**src/rtl/serial_addsub.sv**
```systemverilog
// serial_addsub: multi-cycle WIDTH-bit adder/subtractor, DIGIT bits per clock LSB-first
// with a registered carry/borrow between digits and a start/busy/done handshake.
module serial_addsub #(
    parameter int WIDTH = 8,
    parameter int DIGIT = 1
) (
    input  logic             clk,
    input  logic             rst_n,
    input  logic             start,
    input  logic             mode,
    input  logic [WIDTH-1:0] a,
    input  logic [WIDTH-1:0] b,
    output logic             busy,
    output logic             done,
    output logic [WIDTH-1:0] result,
    output logic             cout,
    output logic             overflow
);
    localparam int N  = WIDTH / DIGIT;
    localparam int CW = (N > 1) ? $clog2(N) : 1;

    if (WIDTH < 2 || WIDTH % DIGIT != 0) begin : g_bad_params
        $error("serial_addsub: WIDTH must be >= 2 and a multiple of DIGIT");
    end

    typedef enum logic [1:0] {IDLE, RUN, DONE} state_t;
    state_t state, state_nx;

    logic [WIDTH-1:0] a_sh, b_sh, acc, acc_nx;
    logic [CW-1:0]    cnt;
    logic             mode_q, a_msb, b_msb, carry;
    logic [DIGIT-1:0] a_k, b_k, dig;
    logic [DIGIT:0]   sum, dif;
    logic             c_nx, last, take, r_msb, ovf_nx;

    always_ff @(posedge clk or negedge rst_n) begin
        if (!rst_n) state <= IDLE;
        else        state <= state_nx;
    end

    // IDLE and DONE behave alike: start launches a new operation without a bubble
    always_comb begin
        state_nx = (state == RUN) ? (last ? DONE : RUN) : (start ? RUN : IDLE);
    end

    always_comb begin
        busy = (state == RUN);
        done = (state == DONE);
    end

    // one digit slice: operands are shifted right so the live digit is always at bit 0
    always_comb begin
        a_k    = a_sh[DIGIT-1:0];
        b_k    = b_sh[DIGIT-1:0];
        sum    = {1'b0, a_k} + {1'b0, b_k} + {{DIGIT{1'b0}}, carry};
        dif    = {1'b0, a_k} - {1'b0, b_k} - {{DIGIT{1'b0}}, carry};
        dig    = mode_q ? dif[DIGIT-1:0] : sum[DIGIT-1:0];
        c_nx   = mode_q ? dif[DIGIT] : sum[DIGIT];
        acc_nx = WIDTH'({dig, acc} >> DIGIT);
        r_msb  = acc_nx[WIDTH-1];
        ovf_nx = mode_q ? (a_msb != b_msb) & (r_msb != a_msb)
                        : (a_msb == b_msb) & (r_msb != a_msb);
        last   = (cnt == CW'(N - 1));
        take   = start & (state != RUN);
    end

    always_ff @(posedge clk or negedge rst_n) begin
        if (!rst_n) begin
            a_sh     <= '0;
            b_sh     <= '0;
            acc      <= '0;
            cnt      <= '0;
            mode_q   <= 1'b0;
            a_msb    <= 1'b0;
            b_msb    <= 1'b0;
            carry    <= 1'b0;
            result   <= '0;
            cout     <= 1'b0;
            overflow <= 1'b0;
        end else if (take) begin
            a_sh   <= a;
            b_sh   <= b;
            mode_q <= mode;
            a_msb  <= a[WIDTH-1];
            b_msb  <= b[WIDTH-1];
            carry  <= 1'b0;
            cnt    <= '0;
        end else if (busy) begin
            a_sh  <= a_sh >> DIGIT;
            b_sh  <= b_sh >> DIGIT;
            carry <= c_nx;
            acc   <= acc_nx;
            cnt   <= cnt + 1'b1;
            if (last) begin
                result   <= acc_nx;
                cout     <= c_nx;
                overflow <= ovf_nx;
            end
        end
    end
endmodule

```
**config.mk**
```make
export PLATFORM = sky130hd
export DESIGN_NAME = serial_addsub
export DESIGN_NICKNAME = d
export VERILOG_FILES = /design/src/rtl/serial_addsub.sv
export SDC_FILE = /design/constraint.sdc
export NUM_CORES = 1
export LEC_CHECK = 0
export ABC_AREA = 1
export CAP_MARGIN = 25
export CORE_MARGIN = 2
export CORE_UTILIZATION = 50
export CTS_CLUSTER_SIZE = 20
export DETAILED_ROUTE_END_ITERATION = 10
export GPL_ROUTABILITY_DRIVEN = 0
export PLACE_DENSITY = 0.83
export SYNTH_ARGS = -nofsm -noshare
export SYNTH_HDL_FRONTEND = slang
export SYNTH_SLANG_ARGS = --single-unit
export TNS_END_PERCENT = 20
```
**constraint.sdc**
```tcl
create_clock -name clk -period 1.8 [get_ports clk]
set_clock_uncertainty 0.2 [all_clocks]
set_input_delay 0.45 -clock clk [delete_from_list [all_inputs] [get_ports clk]]
set_output_delay 0.45 -clock clk [all_outputs]
set_load 0.005 [all_outputs]
```
**Word level (Yosys, flattened, before mapping)**

Cells that the tools add are included.

- Bitwise gates (word level): 4
- Add/subtract/negate cells: 5
- Eq/ne operators: 7
- Reduce and logical (&&, ||, !) cells: 3
- Multiplexer cells: 14

Operators by type and width:

| cell | number |
|---|---|
| two-way mux 8 bit | 4 |
| two-way mux 1 bit | 6 |
| two-way mux 3 bit | 2 |
| two-way mux 2 bit | 2 |
| adder 3 x 1 -> 3 bit (second input constant) | 1 |
| bitwise AND 1 bit | 3 |
| == test 3 bit (second input constant) | 1 |
| AND reduction 3 bit | 1 |
| adder 1 x 1 -> 2 bit | 1 |
| adder 2 x 1 -> 2 bit | 1 |
| == test 2 x 1 -> 1 bit (second input constant) | 1 |
| == test 2 bit (second input constant) | 1 |
| inequality test 1 bit | 2 |
| inequality test 2 x 1 -> 1 bit (second input constant) | 1 |
| AND reduction 2 bit | 1 |
| nonzero test 2 bit | 1 |
| subtractor 1 x 1 -> 2 bit | 1 |
| subtractor 2 x 1 -> 2 bit | 1 |
| == test 1 bit | 1 |
| NOT 1 bit | 1 |

- Input bits: 20
- Output and inout bits: 12
- Logic and storage cells: 45
- Register bits: 43

**Depth between registers and ports, before layout**

Gate-level depths: netlist of run 1.

- Depth after elaboration: 6
- Depth in mapped cells: 8
- Mapped depth without buffers: 7

**Least setup slack after synthesis of run 1**

Ideal clock, no wire load.

- Path type: flip-flop to flip-flop
- Start: register cnt[0]
- End: register result[7]
- Path buffers: 1
- Path slack: 0.291 ns
- Data arrival time: 1.182 ns
- Stages on the path, launching flop included: 6
- Library setup time: 0.126 ns
- Cells stage by stage: dfrtp_1 > ha_1 > ha_1 > nand3_1 > buf_2 > o21ai_0

- Word-level cells in the longest chain between the ends: 2

RTL lines:

| what | line | source |
|---|---|---|
| start: declaration | 30 | `logic [CW-1:0] cnt;` |
| start signal: assignment | 93 | `cnt <= cnt + 1'b1;` |
| == test 3 bit | 63 | `last = (cnt == CW'(N - 1));` |
| AND reduction 3 bit (no line) | - |  |
| end signal: assignment | 95 | `result <= acc_nx;` |
| end: declaration | 15 | `output logic [WIDTH-1:0] result,` |

No other way between the ends.
A chain may end at the register's enable or synchronous reset.

**Final worst setup path of run 1**

- Start: register state[0]
- End: output port done

- Word-level cells in the longest chain between the ends: 1

RTL lines:

| what | line | source |
|---|---|---|
| start: declaration | 27 | `state_t state, state_nx;` |
| start signal: assignment | 38 | `else state <= state_nx;` |
| == test 2 bit | 48 | `done = (state == DONE);` |
| end: declaration | 14 | `output logic done,` |

No other way between the ends.

==> qor.csv, run 1 <==
metric;value;unit
initial_utilization;52.8;%
drt_iter0_drc;62;
finalHoldViolations;0;
drv_slew;0;
rsz0062_at_grt;false;
critPathKind;reg2out;
area.growth.synth_to_final;28.3;%
coreArea;3360;µm²
clk_pin_slew;0.12;ns
wl_per_cell;11.4;µm
cts.path.max_buffers;2;
cts_tree;built;
worstMarginPinSlew;0.459;ns
relSlewSlack;69.4;%
arrival;1.06;ns
die_w;63.6;µm
grt_usage;18.2;%
root_buffer;clkbuf_4;
cts_made_buffers;5;
post-route-period-util;95.1;%
cp-start-kind;flip-flop;
ant_nets;0;
p_per_area;1560;nW/µm²
drt_wl_total;3.26;mm
combPwrFrac;35.2;%
intPower;2.34;mW
switching_share;34.1;%
route.detailed.drc;0;
die_area;4040;µm²
nNetsFinal;263;
overflow;0;
vias;1412;
die_y;63.6;µm
drive_gt1_share;10.0;%
power;3.55;mW
antenna_cells;0;
timing.fmax;584;MHz
rows;21;
period_needed;1.71;ns
p_leak;1.18;nW
grt_max_degree;25;
htree_num_levels;2;
nFillCells;298;
path_max_fanout;2;
netlist_area;1780;µm²
status;finished, final reports clean;
synth_seq_cells;42;
cp.required;1.15;ns
avgSynthCellArea;8.88;µm²
grt_pass1_wl;5.74;mm
grt_pass1_vias;1363;
ir_worst_vdd;0.806;mV
clock_sinks;42;
max-cap-violations;0;
seqPwrFrac;43.2;%
report.final.setup_viol;0;
first_pass_iters;4;
p_sw;1.21;mW
yosys_warnings;0;
min_path_type;reg2reg;
clkPwrFrac;21.5;%
critPathCaptureType;output port;
synth_nets;224;
insertion_delay;0.34;ns
hpwl;2.37;mm
synthDistinctLibCells;16;
ioPinCount;32;
seq_area_frac_synth;59.2;%
port-buffer-count;31;
antenna_found_initial;0;
r2r_slack;0.18;ns
timing.hold.ws;0.290;ns
via_per_inst;4.94;
syn-instance-count;200;
[kinds of logic (layout without fill, tap and decap cells)]
kind of cell,after synthesis,after routing,synth area share [%]
adder cells (fa/ha/maj),4,4,3.66
flip-flops,42,42,59.2
buffers and inverters,23,63,6.48
AO/OA/AOI/OAI,17,17,4.86
AND/OR/NAND/NOR,114,114,25.8
[state kept, by name, indices dropped and copies added, names as in the netlist]
register	flops
a_sh	8
b_sh	8
result	8
acc	7
cnt	3
state	2
a_msb	1
b_msb	1
carry	1
cout	1
mode_q	1
overflow	1
[what timing repair did]
action,4_1_cts,5_1_grt
resized for setup,14,8
pin swaps,0,0
setup endpoints to repair,12,2
hold buffers,1,0
endpoints found under the hold margin,18,0
setup buffers,1,1
[critical path: stages (launching register included)]
cell and delay, ns:
dfrtp_1 0.41, buf_4 0.14, nor2_2 0.08, buf_2 0.11
[layout make-up]
type / count / area (µm²) / area share (%)
Clock buffer: 6 / 51.3 / 2.25
Clock inverter: 2 / 60.1 / 2.64
Inverter: 16 / 65.1 / 2.86
Multi-Input combinational cell: 135 / 619 / 27.2
Sequential cell: 42 / 1050 / 46.1
Tap cell: 46 / 57.6 / 2.53
Timing Repair Buffer: 39 / 374 / 16.4
[power by group through the flow]
stage | logic [mW] | clock network, mW | registers, mW
2_1_floorplan | 0.820 | 0 | 1.52
3_3_place_gp | 1.24 | 0 | 1.54
3_5_place_dp | 1.30 | 0 | 1.56
4_1_cts | 1.25 | 0.778 | 1.53
5_1_grt | 1.43 | 0.839 | 1.58
6_report | 1.25 | 0.764 | 1.53
[cell usage in the layout (no fill, tap or decap)]
cell	n
inv_6	1
clkbuf_2	1
o22ai_1	1
dlygate4sd2_1	10
nand2_1	89
buf_6	1
o21ai_0	15
nor2_2	1
nor2_1	4
buf_12	2
nand3_1	18
dlygate4sd3_1	1
a21oi_1	1
buf_2	2
clkbuf_8	1
ha_1	2
nand2_4	2
dfrtp_1	42
fa_1	2
buf_4	4
clkbuf_4	5
inv_1	13
bufinv_16	2
clkdlybuf4s50_1	18
inv_2	2
[cells in the mapped netlist, drive strengths merged]
cell type   n  area share [%]
inv        16             3.7
nand2      91              20
o22ai       1            0.35
o21ai      15             4.2
a21oi       1            0.28
dfrtp      42              59
nand3      18             5.1
buf         7             2.8
nor2        5             1.1
ha          2             1.4
fa          2             2.3
[worst paths after layout]
check,startpoint,end,cells past startpoint
max,state[0],done,3
min,result[4],result[4],2
max reg2reg,state[0],b_msb,8
min reg2reg,result[4],result[4],2
max in group asynchronous,rst_n,state[0],3
min in group asynchronous,rst_n,mode_q,2
[per-stage QoR]
| stage | worst slack (ns) | instance area, µm² | utilization [%] | setup TNS, ns | instances |
|---|---|---|---|---|---|
| 2_1_floorplan | 0.291 | 1780 | - | 0 | 200 |
| 3_3_place_gp | 0.0630 | 2150 | 64.0 | 0 | 275 |
| 4_1_cts | -0.0918 | 2270 | 67.4 | -0.0918 | 285 |
| 3_5_place_dp | 0.0149 | 2150 | 64.0 | 0 | 275 |
| 5_1_grt | 0.00322 | 2280 | 67.7 | 0 | 286 |
| 6_report | 0.0877 | 2280 | 67.7 | 0 | 286 |
[layer usage]
| metal | share of wire, % | track usage [%] | vias up | routed length [µm] |
|---|---|---|---|---|
| met5 | 0 | 0 | - | 0 |
| met1 | 43 | 19.9 | 665 | 1390 |
| met3 | 4.9 | 5.89 | 6 | 159 |
| met4 | 1.1 | 5.71 | 0 | 37 |
| met2 | 51 | 33.0 | 43 | 1670 |
| li1 | - | - | 698 | - |
(Power assumes the default switching activity.)
==> run 2: changes to the inputs <==
--- a/config.mk
+++ b/config.mk
@@ -6,6 +6,7 @@
 export NUM_CORES = 1
 export LEC_CHECK = 0
 export ABC_AREA = 1
+export ABC_CLOCK_PERIOD_IN_PS = 1800
 export CAP_MARGIN = 25
 export CORE_MARGIN = 2
 export CORE_UTILIZATION = 50
==> results of run 2 <==
Same layout as run 1: the final DEF is identical, and so are final timing and power.
==> run 3: changes to the inputs <==
--- a/config.mk
+++ b/config.mk
@@ -13,6 +13,7 @@
 export CTS_CLUSTER_SIZE = 20
 export DETAILED_ROUTE_END_ITERATION = 10
 export GPL_ROUTABILITY_DRIVEN = 0
+export HOLD_SLACK_MARGIN = 0.1
 export PLACE_DENSITY = 0.83
 export SYNTH_ARGS = -nofsm -noshare
 export SYNTH_HDL_FRONTEND = slang
==> results of run 3 <==
Same layout as run 1: the final DEF is identical, and so are final timing and power.
